--- src/rtl/io_timer_pkg.sv ---
// Shared widths, register offsets, CTRL layout and state encoding for io_timer.
package io_timer_pkg;

  localparam int unsigned ARCH_WIDTH = 32;
  localparam int unsigned DMBE_WIDTH = 4;
  localparam int unsigned BYTE_W     = 8;
  localparam int unsigned SEL_W      = 2;
  localparam int unsigned CTRL_W     = 4;

  // Register offsets decoded from addr[28:29]
  localparam logic [SEL_W-1:0] TMR_CTRL_OFS   = 2'd0;
  localparam logic [SEL_W-1:0] TMR_PRESET_OFS = 2'd1;
  localparam logic [SEL_W-1:0] TMR_COUNT_OFS  = 2'd2;
  localparam logic [SEL_W-1:0] TMR_STATUS_OFS = 2'd3;

  // CTRL value-bit positions
  localparam int unsigned CTRL_EN_BIT   = 0;
  localparam int unsigned CTRL_MODE_LSB = 1;
  localparam int unsigned CTRL_IM_BIT   = 3;

  localparam logic [1:0] MODE_ONESHOT = 2'b00;
  localparam logic [1:0] MODE_RELOAD  = 2'b01;

  typedef enum logic [1:0] {
    TMR_IDLE  = 2'd0,
    TMR_LOAD  = 2'd1,
    TMR_COUNT = 2'd2,
    TMR_INT   = 2'd3
  } tmr_state_e;

  // Packed in value-bit order: im = bit3, mode = bits2:1, en = bit0
  typedef struct packed {
    logic       im;
    logic [1:0] mode;
    logic       en;
  } tmr_ctrl_t;

endpackage

--- src/rtl/io_timer.sv ---
// Programmable down-counting IO timer: one-shot or auto-reload period counter
// with a maskable, sticky interrupt. Ports use big-endian bit numbering.
module io_timer
  import io_timer_pkg::*;
(
  input  logic                  clk,
  input  logic                  rst_n,
  input  logic [0:ARCH_WIDTH-1] addr,
  input  logic                  wr,
  input  logic [0:DMBE_WIDTH-1] BE,
  input  logic [0:ARCH_WIDTH-1] din,
  output logic [0:ARCH_WIDTH-1] dout,
  output logic                  irq
);

  localparam logic [ARCH_WIDTH-1:0] ONE = ARCH_WIDTH'(1);

  // Byte-lane merge: BE[0] covers the most significant value byte
  function automatic logic [ARCH_WIDTH-1:0] be_merge(
    input logic [ARCH_WIDTH-1:0] old_val,
    input logic [ARCH_WIDTH-1:0] new_val,
    input logic [0:DMBE_WIDTH-1] be
  );
    logic [ARCH_WIDTH-1:0] res;
    res = old_val;
    for (int b = 0; b < ARCH_WIDTH; b++) begin
      if (be[DMBE_WIDTH-1-(b/BYTE_W)]) res[b] = new_val[b];
    end
    return res;
  endfunction

  tmr_state_e            state, state_nxt;
  tmr_ctrl_t             ctrl, ctrl_sw;
  logic [ARCH_WIDTH-1:0] preset, count, wdata, rd_val;
  logic                  pending;
  logic [SEL_W-1:0]      sel;
  logic                  wr_ctrl, wr_preset, clr_pend, en_eff, cnt_last;
  logic                  load_cnt, dec_cnt, zero_cnt, set_pend, hw_clr_en;
  logic                  unused_addr;

  // Vector assignment re-maps big-endian ports onto LSB-0 value bits
  assign wdata       = din;
  assign sel         = addr[28:29];
  assign unused_addr = ^{addr[0:27], addr[30:31]};

  assign wr_ctrl   = wr && (sel == TMR_CTRL_OFS);
  assign wr_preset = wr && (sel == TMR_PRESET_OFS);
  assign clr_pend  = wr && (sel == TMR_STATUS_OFS) && BE[DMBE_WIDTH-1] && wdata[0];
  assign ctrl_sw   = tmr_ctrl_t'(CTRL_W'(be_merge({{(ARCH_WIDTH-CTRL_W){1'b0}}, ctrl},
                                                  wdata, BE)));

  // A CTRL write takes effect on the same edge it is captured
  assign en_eff   = wr_ctrl ? ctrl_sw.en : ctrl.en;
  assign cnt_last = (count <= ONE);

  always_ff @(posedge clk or negedge rst_n) begin
    if (!rst_n) state <= TMR_IDLE;
    else        state <= state_nxt;
  end

  always_comb begin
    state_nxt = state;
    if (!en_eff) begin
      state_nxt = TMR_IDLE;
    end else begin
      unique case (state)
        TMR_IDLE:  state_nxt = TMR_LOAD;
        TMR_LOAD:  state_nxt = TMR_COUNT;
        TMR_COUNT: if (cnt_last) state_nxt = TMR_INT;
        TMR_INT:   state_nxt = (ctrl.mode == MODE_RELOAD) ? TMR_LOAD : TMR_IDLE;
        default:   state_nxt = TMR_IDLE;
      endcase
    end
  end

  // Datapath controls; with EN low everything holds
  always_comb begin
    load_cnt  = 1'b0;
    dec_cnt   = 1'b0;
    zero_cnt  = 1'b0;
    set_pend  = 1'b0;
    hw_clr_en = 1'b0;
    if (en_eff) begin
      unique case (state)
        TMR_LOAD:  load_cnt = 1'b1;
        TMR_COUNT: begin
          if (cnt_last) begin
            zero_cnt = 1'b1;
            set_pend = 1'b1;
          end else begin
            dec_cnt = 1'b1;
          end
        end
        TMR_INT:   hw_clr_en = (ctrl.mode != MODE_RELOAD);
        default:   ;
      endcase
    end
  end

  always_ff @(posedge clk or negedge rst_n) begin
    if (!rst_n) begin
      ctrl    <= '0;
      preset  <= '0;
      count   <= '0;
      pending <= 1'b0;
    end else begin
      if (wr_ctrl)        ctrl    <= ctrl_sw;
      else if (hw_clr_en) ctrl.en <= 1'b0;

      if (wr_preset) preset <= be_merge(preset, wdata, BE);

      if (load_cnt)      count <= (preset == '0) ? ONE : preset;
      else if (dec_cnt)  count <= count - ONE;
      else if (zero_cnt) count <= '0;

      if (set_pend)      pending <= 1'b1;
      else if (clr_pend) pending <= 1'b0;
    end
  end

  always_comb begin
    rd_val = '0;
    unique case (sel)
      TMR_CTRL_OFS:   rd_val = {{(ARCH_WIDTH-CTRL_W){1'b0}}, ctrl};
      TMR_PRESET_OFS: rd_val = preset;
      TMR_COUNT_OFS:  rd_val = count;
      TMR_STATUS_OFS: rd_val = {{(ARCH_WIDTH-1){1'b0}}, pending};
      default:        rd_val = '0;
    endcase
  end

  assign dout = rd_val;
  assign irq  = pending & ctrl.im;

endmodule

--- config.mk ---
export PLATFORM = sky130hd
export DESIGN_NAME = io_timer
export DESIGN_NICKNAME = d
export VERILOG_FILES = /design/src/rtl/io_timer_pkg.sv /design/src/rtl/io_timer.sv
export SDC_FILE = /design/constraint.sdc
export NUM_CORES = 1
export LEC_CHECK = 0
export ABC_AREA = 1
export ABC_CLOCK_PERIOD_IN_PS = 5200
export CORE_AREA = 10 10 139 141
export DETAILED_ROUTE_END_ITERATION = 10
export DIE_AREA = 0 0 149 151
export GPL_TIMING_DRIVEN = 0
export PLACE_DENSITY = 0.53
export SLEW_MARGIN = 20
export SYNTH_ARGS = -nofsm -noshare
export SYNTH_HDL_FRONTEND = slang
export SYNTH_SLANG_ARGS = --single-unit
--- constraint.sdc ---
create_clock -name clk -period 5.2 [get_ports clk]
set_input_delay 0.52 -clock clk [delete_from_list [all_inputs] [get_ports clk]]
set_output_delay 0.52 -clock clk [all_outputs]
set_load 0.1 [all_outputs]
==> reports/metrics.cfg, run 1 <==
[outcome]
status=completed

[global_routing]
grt.total_usage=0.1396
grt_max_degree=49
grt-ovfl-total=0
antenna_found_initial=0
grt_pass1_vias=4490
grt_pass1_wl_um=24180

[setup_path]
r2r_end=count[18]
critPathSlowestCell=clkdlybuf4s50_1
worst_setup_path_start_kind=input port
slowest_delay_ns=1.20
crit_fanout=10
crit_chain=clkdlybuf4s50_1, inv_2, nor2_1, clkinv_1, clkbuf_1, o22ai_1, clkdlybuf4s50_1
reg2regPathDepth=11
regToRegSetupSlack_ns=3.14
path_class=input port to output pin
crit_top_cell=clkdlybuf4s50_1
end_kind=output pin
required_ns=4.68
r2r_start=count[0]
arrival_ns=4.03

[yosys]
yosys-top-cells-area=dfrtp_1 (40%), nand2_1 (15%), inv_1 (7.8%)
ys_ff_latch=71
synth_top_area_frac=0.4018
syn_area_um2=4422
syn-num-nets=716
netlist_instances=639
ys_warn_count=0
synth_cell_types=27
synth_top_area_cell=dfrtp_1
synth.avg_cell_area_um2=6.920
seq_area_frac_synth=0.4018

[place]
portBuffers=73
hpwl_um=11800
place.gp.congestion=0.8555

[sta]
max_freq_mhz=219.6
fin_crit_sh=0.8759
fin_skew_ns=0.005945
worstMarginPinSlew_ns=0.9916
min_period_ns=4.554
slew_violations=0
hold_viol_final=0
grt_setup_unrepaired=no
finalSetupTns_ns=0
setup_viol=0
relSlewSlack=0.3369

[layout]
antennaDiodeCount=0
drive_gt1_frac=0.05915
final_common_cell=nand2_1
syn_to_final_growth_pct=28.89
fin_nets=801
multiInputGateArea_um2=2175
regArea_um2=1777
layout_common_cells=nand2_1 (181), inv_1 (92), nor2_1 (88), clkdlybuf4s50_1 (72), dfrtp_1 (71)
fillers=1823

[floorplan]
die_x_um=149
die_area_um2=22500
io_pins=104
die_h_um=151
core-area_um2=16470
std_cell_rows=47
start_util=0.2685

[detailed_routing]
drc=0
drt-total-wl_um=15150
wl_per_cell_um=15.99
antenna_left=0
dr.pass1.iters=4
first_iter_violations=311
via_count=4256
avgViaCountPerCell=4.494

[clock_tree]
cts_htree_levels=3
clock_latency_ns=0.34
cts_root_buf=clkbuf_16
cts_resized=0
clockBufferDepth=2
clk_pin_slew_ns=0.05
cts_setup_buffers=0
cts_num_sinks=71
cts_hold_buf=0
cts_tree=yes
cts_buffers=9

[min_path]
hold_path_class=input port to asynchronous set/reset pin

[power]
peakVddDrop_mv=0.2153
p_per_area_nw_per_um2=532.0
power.leakage_uw=0.002666
p_total_uw=3032

[flow_run]
cap_violations=0

[state kept, by name, summed over array words and instances (netlist names)]
name and flops:
ctrl 4, count 32, pending 1, state 2
preset 32
[stage by stage]
stage	hold slack, ns	std cells	util	cell area (µm²)	worst slack (ns)
6_report	0.08350	947	0.3461	5699	0.6455
4_1_cts	0.08953	947	0.3461	5699	0.6538
2_1_floorplan	0.2244	639	-	4422	1.566
3_5_place_dp	0.4585	933	0.3312	5453	0.6571
5_1_grt	0.09756	947	0.3461	5699	0.4560
3_3_place_gp	0.4733	932	0.3296	5428	0.6816
[cell usage after synthesis (all sizes together)]
| cell | number |
|---|---|
| nand2 | 184 |
| nor2 | 100 |
| inv | 96 |
| dfrtp | 71 |
| nand3 | 47 |
| a21oi | 30 |
| o22ai | 25 |
| o21ai | 23 |
| xor2 | 19 |
| nand4 | 11 |
| buf | 10 |
| clkbuf | 8 |
| ha | 6 |
| nor3 | 3 |
| o221ai | 3 |
| a31oi | 1 |
| clkinv | 1 |
| o211ai | 1 |
[cells by family (layout without fill, tap and decap cells)]
| logic type | Yosys count | count (layout) | share of synthesized area |
|---|---|---|---|
| AO/OA/AOI/OAI | 83 | 83 | 0.1070 |
| XOR/XNOR | 19 | 19 | 0.03763 |
| adder cells (fa/ha/maj) | 6 | 6 | 0.01698 |
| buffers and inverters | 115 | 203 | 0.1064 |
| flip-flops | 71 | 71 | 0.4018 |
| AND/OR/NAND/NOR | 345 | 345 | 0.3302 |
[routing by layer]
metal	track usage	vias to the layer above	share of wire
li1	-	2177	-
met1	0.1665	1951	0.43
met2	0.2355	105	0.48
met3	0.04117	23	0.060
met4	0.04661	0	0.022
met5	0	-	0
[how the worst max path moves through the flow]
stage                  start        to  cells after the start
floorplan           addr[29]  dout[10]                      5
global placement    addr[28]  dout[15]                      7
detailed placement  addr[28]  dout[15]                      7
CTS                 addr[28]  dout[15]                      7
global route        addr[28]  dout[15]                      7
finish              addr[28]  dout[15]                      7
[worst max-delay path, delay by kind of cell]
kind	cells	cell delay [ns]
AO/OA/AOI/OAI	1	0.35
buffers and inverters	5	2.69
AND/OR/NAND/NOR	1	0.48
[layout make-up]
| class | count | area share |
|---|---|---|
| buffer | 18 | 0.01866 |
| inverter | 97 | 0.06389 |
| sequential | 71 | 0.3117 |
| timing repair buffer | 74 | 0.1326 |
| clock buffer | 12 | 0.04149 |
| tap | 220 | 0.04830 |
| clock inverter | 2 | 0.001756 |
| multi-input combinational | 453 | 0.3816 |
[where the power goes]
part / total (µW) / internal [µW] / switching (µW)
Sequential: 958 / 746 / 212
Combinational: 1530 / 473 / 1060
Clock: 541 / 316 / 225
Total: 3030 / 1530 / 1500
No activity file was read; power rests on OpenSTA's default activity.
==> run 2, diff against run 1 <==
Settings changed: CTS_CLUSTER_SIZE from default to 10.
==> results of run 2 <==
Same layout as run 1: the final DEF is identical, and so are final timing and power.
==> variant 1: new RTL, config.mk and constraints of run 2 <==
Register the inputs `addr`, `wr`, `BE` and `din` before use, without a reset. The logic sees them one clock later.
--- a/src/rtl/io_timer.sv
+++ b/src/rtl/io_timer.sv
@@ -14,6 +14,18 @@
 );
 
   localparam logic [ARCH_WIDTH-1:0] ONE = ARCH_WIDTH'(1);
+
+  logic [0:ARCH_WIDTH-1] addr_q;
+  logic wr_q;
+  logic [0:DMBE_WIDTH-1] BE_q;
+  logic [0:ARCH_WIDTH-1] din_q;
+
+  always_ff @(posedge clk) begin
+    addr_q <= addr;
+    wr_q   <= wr;
+    BE_q   <= BE;
+    din_q  <= din;
+  end
 
   // Byte-lane merge: BE[0] covers the most significant value byte
   function automatic logic [ARCH_WIDTH-1:0] be_merge(
@@ -39,15 +51,15 @@
   logic                  unused_addr;
 
   // Vector assignment re-maps big-endian ports onto LSB-0 value bits
-  assign wdata       = din;
-  assign sel         = addr[28:29];
-  assign unused_addr = ^{addr[0:27], addr[30:31]};
+  assign wdata       = din_q;
+  assign sel         = addr_q[28:29];
+  assign unused_addr = ^{addr_q[0:27], addr_q[30:31]};
 
-  assign wr_ctrl   = wr && (sel == TMR_CTRL_OFS);
-  assign wr_preset = wr && (sel == TMR_PRESET_OFS);
-  assign clr_pend  = wr && (sel == TMR_STATUS_OFS) && BE[DMBE_WIDTH-1] && wdata[0];
+  assign wr_ctrl   = wr_q && (sel == TMR_CTRL_OFS);
+  assign wr_preset = wr_q && (sel == TMR_PRESET_OFS);
+  assign clr_pend  = wr_q && (sel == TMR_STATUS_OFS) && BE_q[DMBE_WIDTH-1] && wdata[0];
   assign ctrl_sw   = tmr_ctrl_t'(CTRL_W'(be_merge({{(ARCH_WIDTH-CTRL_W){1'b0}}, ctrl},
-                                                  wdata, BE)));
+                                                  wdata, BE_q)));
 
   // A CTRL write takes effect on the same edge it is captured
   assign en_eff   = wr_ctrl ? ctrl_sw.en : ctrl.en;
@@ -107,7 +119,7 @@
       if (wr_ctrl)        ctrl    <= ctrl_sw;
       else if (hw_clr_en) ctrl.en <= 1'b0;
 
-      if (wr_preset) preset <= be_merge(preset, wdata, BE);
+      if (wr_preset) preset <= be_merge(preset, wdata, BE_q);
 
       if (load_cnt)      count <= (preset == '0) ? ONE : preset;
       else if (dec_cnt)  count <= count - ONE;
Formal check against the unedited RTL: not equivalent (Yosys sat finds a counterexample within 4 cycles, from zero or initial values and one cycle with rst_n low).
==> variant 1 against run 2 <==
Wire length rose by 11%. Total power up 14%. Clock power rose by 25%. Sequential cell count rose by 39. Design area grew 20%. Worst setup slack improved by 0.81 ns. Area after synthesis increased by 24%.
==> variant 1: results (changes against run 2) <==
Place
  – Post-DP Area: 6533 um^2 (+20%)
  – HPWL after DPL: 13.61 mm (+15%)
  – RD Place Congestion: 0.9434 (+10%)

Routing
  – Via count: 4738 (+11%)
  – Wire per inst: 16.97 um (+6.1%)
  – Metal3 WL: 598 um (-34%)
  – DR iter-0 viols: 366 (+18%)
  – Met2 routed wirelength: 8.053 mm (+9.8%)

STA
  – Slew HR: 33.52% (-0.16 points)
  – Clock Skew: 0.005416 ns (-0.0005284 ns)

Global route
  – Vias in the first global route: 4751 (+5.8%)
  – Largest net degree at the start of global routing: 48 (-2.0%)
  – Global-route wire length before repair: 26.59 mm (+10%)
  – GR Util met3: 1.730% (-2.4 points)
  – Met2 Track Usage GR: 24.56% (+1.0 points)

Run status
  – Status: finished, final reports clean

Critical path
  – Arr. time, crit path: 3.23 ns (-0.80 ns)

Logic synthesis
  – Commonest cells in the synthesized netlist: nand2_1, inv_1, nor2_1
  – Sequential area share after synthesis: 46.49% (+6.3 points)
  – Syn Nets: 761 (+6.3%)
  – XOR/XNOR share of the synthesized area: 2.547% (-1.2 points)
  – Synth area leaders: dfrtp_1, dfxtp_1, nand2_1, inv_1, nor2_1
  – Synth Area in Adders: 1.365% (-0.33 points)
  – Synth Area in Compound Gates: 8.096% (-2.6 points)
  – Post-synthesis mux area share: 0.4094% (+0.41 points)

Finish
  – Largest regs: count x32, din_q x32, preset x32

Power and ir drop
  – Clock power frac: 19.6% (+1.8 points)
  – Leakage: 3.240 nW (+22%)

CTS
  – Clock slew at reported path FFs: 0.07 ns (+0.02 ns)
-- variant 1: changes by cell type in the layout (fill, tap and decap cells not counted), sizes merged, moves of 3 or more --
cell / delta
buf: +4
clkbuf: -4
nor2: -5
o21ai: -3
dfxtp: +39
nand2: +15
nand4: +3
xor2: -3
inv: -3
a21oi: -6
-- variant 1: worst register-to-register path, delay by kind of cell, from the launching register on --
family,cells,cell delay [ns]
adder cells (fa/ha/maj),1,0.24
buffers and inverters,2,0.30
flip-flops,1,0.46
AND/OR/NAND/NOR,9,0.91
-- variant 1: worst paths after layout --
| kind | endpoint | slack (ns) | depth (start not counted) |
|---|---|---|---|
| setup / recovery | dout[3] | 1.45 | 6 |
| hold / removal | ctrl[3] | 0.06 | 1 |
| setup reg to reg | count[29] | 3.18 | 12 |
| hold reg to reg | preset[6] | 0.44 | 2 |
| max in group asynchronous | count[23] | 4.57 | 2 |
| min in group clk | preset[6] | 0.44 | 2 |
-- variant 1: final cells by class --
| cell class | instances | area [um^2] |
|---|---|---|
| plain buffers | 18 | 126.4 |
| clock buffers | 12 | 257.7 |
| clock inverters | 4 | 28.78 |
| fillers | 1728 | 9647 |
| inverters | 92 | 349.1 |
| multi-input cells | 464 | 2469 |
| flip-flops and latches | 110 | 2557 |
| well taps | 220 | 275.3 |
| repair buffers | 74 | 755.7 |
-- variant 1: metrics by stage --
stage	total power [mW]	hold slack, ns	setup slack, ns	utilization [%]	std cells
after global routing	3.683	0.08468	1.318	41.41	994
final	3.459	0.06434	1.452	41.41	994
after global placement	2.766	0.4216	0.9335	39.52	977
after CTS	3.473	0.07294	1.483	41.41	994
after detailed placement	2.787	0.4275	1.882	39.67	978
after floorplan	2.346	0.2244	1.731	-	684
==> variant 2: new RTL, config.mk and constraints of run 2 <==
Made on the original files. Change the package constant `ARCH_WIDTH` from 32 to 40.
--- a/src/rtl/io_timer_pkg.sv
+++ b/src/rtl/io_timer_pkg.sv
@@ -1,7 +1,7 @@
 // Shared widths, register offsets, CTRL layout and state encoding for io_timer.
 package io_timer_pkg;
 
-  localparam int unsigned ARCH_WIDTH = 32;
+  localparam int unsigned ARCH_WIDTH = 40;
   localparam int unsigned DMBE_WIDTH = 4;
   localparam int unsigned BYTE_W     = 8;
   localparam int unsigned SEL_W      = 2;
Interface: changed (resized addr, din and dout); port bits go from 104 to 128. No check against the original RTL was run, so the function may have changed too.
==> variant 2 against run 2 <==
Via count increased by 19%. Design area increased by 13%. Total power increased by 8.3%. Die area unchanged. Wire length increased by 18%. Area after synthesis increased by 14%. Sequential cell count increased by 8. Utilization increased by 4.3 points. Worst setup slack improved by 0.025 ns. Critical path type unchanged.
==> variant 2: results (changes against run 2) <==
Logic synthesis
  – Synthesized instance count: 735 (+15%)
  – Async SR Flop Fraction: 100.0% (unchanged)
  – Synth area leaders: dfrtp_1, nand2_1, nor2_1, inv_1, nand3_1
  – Cell variety after synth: 31 (+15%)
  – Syn Nets: 828 (+16%)
  – Commonest cells in the synthesized netlist: nand2_1, nor2_1, inv_1
  – Sequential area share after synthesis: 39.33% (-0.85 points)

Power and ir drop
  – P_comb: 1.63 mW (+7%)
  – Leakage: 2.896 nW (+8.6%)
  – VDD IR max: 0.2187 mV (+1.6%)
  – Psw: 1.638 mW (+9.4%)
  – P_int: 1.645 mW (+7.2%)

Routing
  – Met2 routed wirelength: 8.062 mm (+10%)
  – Wire per inst: 16.95 um (+6.0%)
  – M1 WL: 8.484 mm (+29%)
  – DR iter-0 viols: 482 (+55%)
  – Vias per inst: 4.816 (+7.2%)
  – First-pass detailed-route iteration total: 5 (+1)
  – Metal3 WL: 847 um (-6.6%)

Run status
  – Status: finished, final reports clean

Critical path
  – Arr. time, crit path: 4.01 ns (-0.02 ns)
  – Crit path max fanout: 10 (unchanged)
  – R2R cell count: 10 (-1)
  – Worst r2r dst: count[34]
  – Reg2reg setup slack: 3.15 ns (about the same)
  – Slowest-stage cell, CP: clkdlybuf4s50_1

Finish
  – Fin cells: 1053 (+11%)
  – Invs w/o clock: 101 (+4.1%)
  – Largest regs: count x40, preset x32, ctrl x4
  – Multi-input logic area: 2560 um^2 (+18%)
  – Fillers: 1810 (-0.71%)
  – Non-clock buffers: 104 (+13%)
  – Non-clk buf share: 14.75% (-0.38 points)
  – Storage cell area: 1977 um^2 (+11%)
  – Share of layout cells above drive strength 1: 6.483% (+0.57 points)
  – #MultiIn Comb: 533 (+18%)
  – Area delta synth->final: 27.63%
  – Fin nets: 921 (+15%)

Place
  – Cells after DPL: 1037 (+11%)
  – Number of port buffers: 81 (+11%)
  – Post-DP Area: 6137 um^2 (+13%)
  – DP Worst Slack: 0.7090 ns (+0.05188 ns)
  – RD Place Congestion: 0.9320 (+8.9%)
  – HPWL after DPL: 14.12 mm (+20%)

Global route
  – Gr usage total: 16.21% (+2.2 points)
  – Global-route wire length before repair: 28.12 mm (+16%)
  – Vias in the first global route: 5056 (+13%)
  – Largest net degree at the start of global routing: 41 (-16%)

STA
  – Slew HR: 34.02% (+0.34 points)
  – Worst Hold Slack: 0.1573 ns (+0.07380 ns)
  – Clock Skew: 0.006174 ns (+0.0002289 ns)
variant 2: how the worst max path moves through the flow:
stage          slack [ns]   endpoint  cells after the start      from
5_1_grt              0.59   dout[14]                      8  addr[28]
3_5_place_dp         0.71   dout[14]                      8  addr[28]
6_report             0.67   dout[14]                      8  addr[28]
2_1_floorplan        1.56   dout[19]                      5  addr[29]
3_3_place_gp         0.50  count[17]                      1     rst_n
4_1_cts              0.69   dout[14]                      8  addr[28]
variant 2: routing by layer:
layer	vias to the layer above	track usage [%]
li1	2523	-
met1	2389	21.75
met2	134	25.27
met3	25	2.924
met4	0	6.477
met5	-	0
variant 2: cell families (layout without fill, tap and decap cells):
family / Yosys count / after routing / share of synthesized area, %
AOI/OAI and AO/OA: 100 / 100 / 11.35
xor gates and xnor gates: 20 / 20 / 3.485
adders and majority gates: 6 / 6 / 1.494
DFF: 79 / 79 / 39.33
and+or+nand+nor: 407 / 407 / 34.60
buffers and inverters: 123 / 221 / 9.734
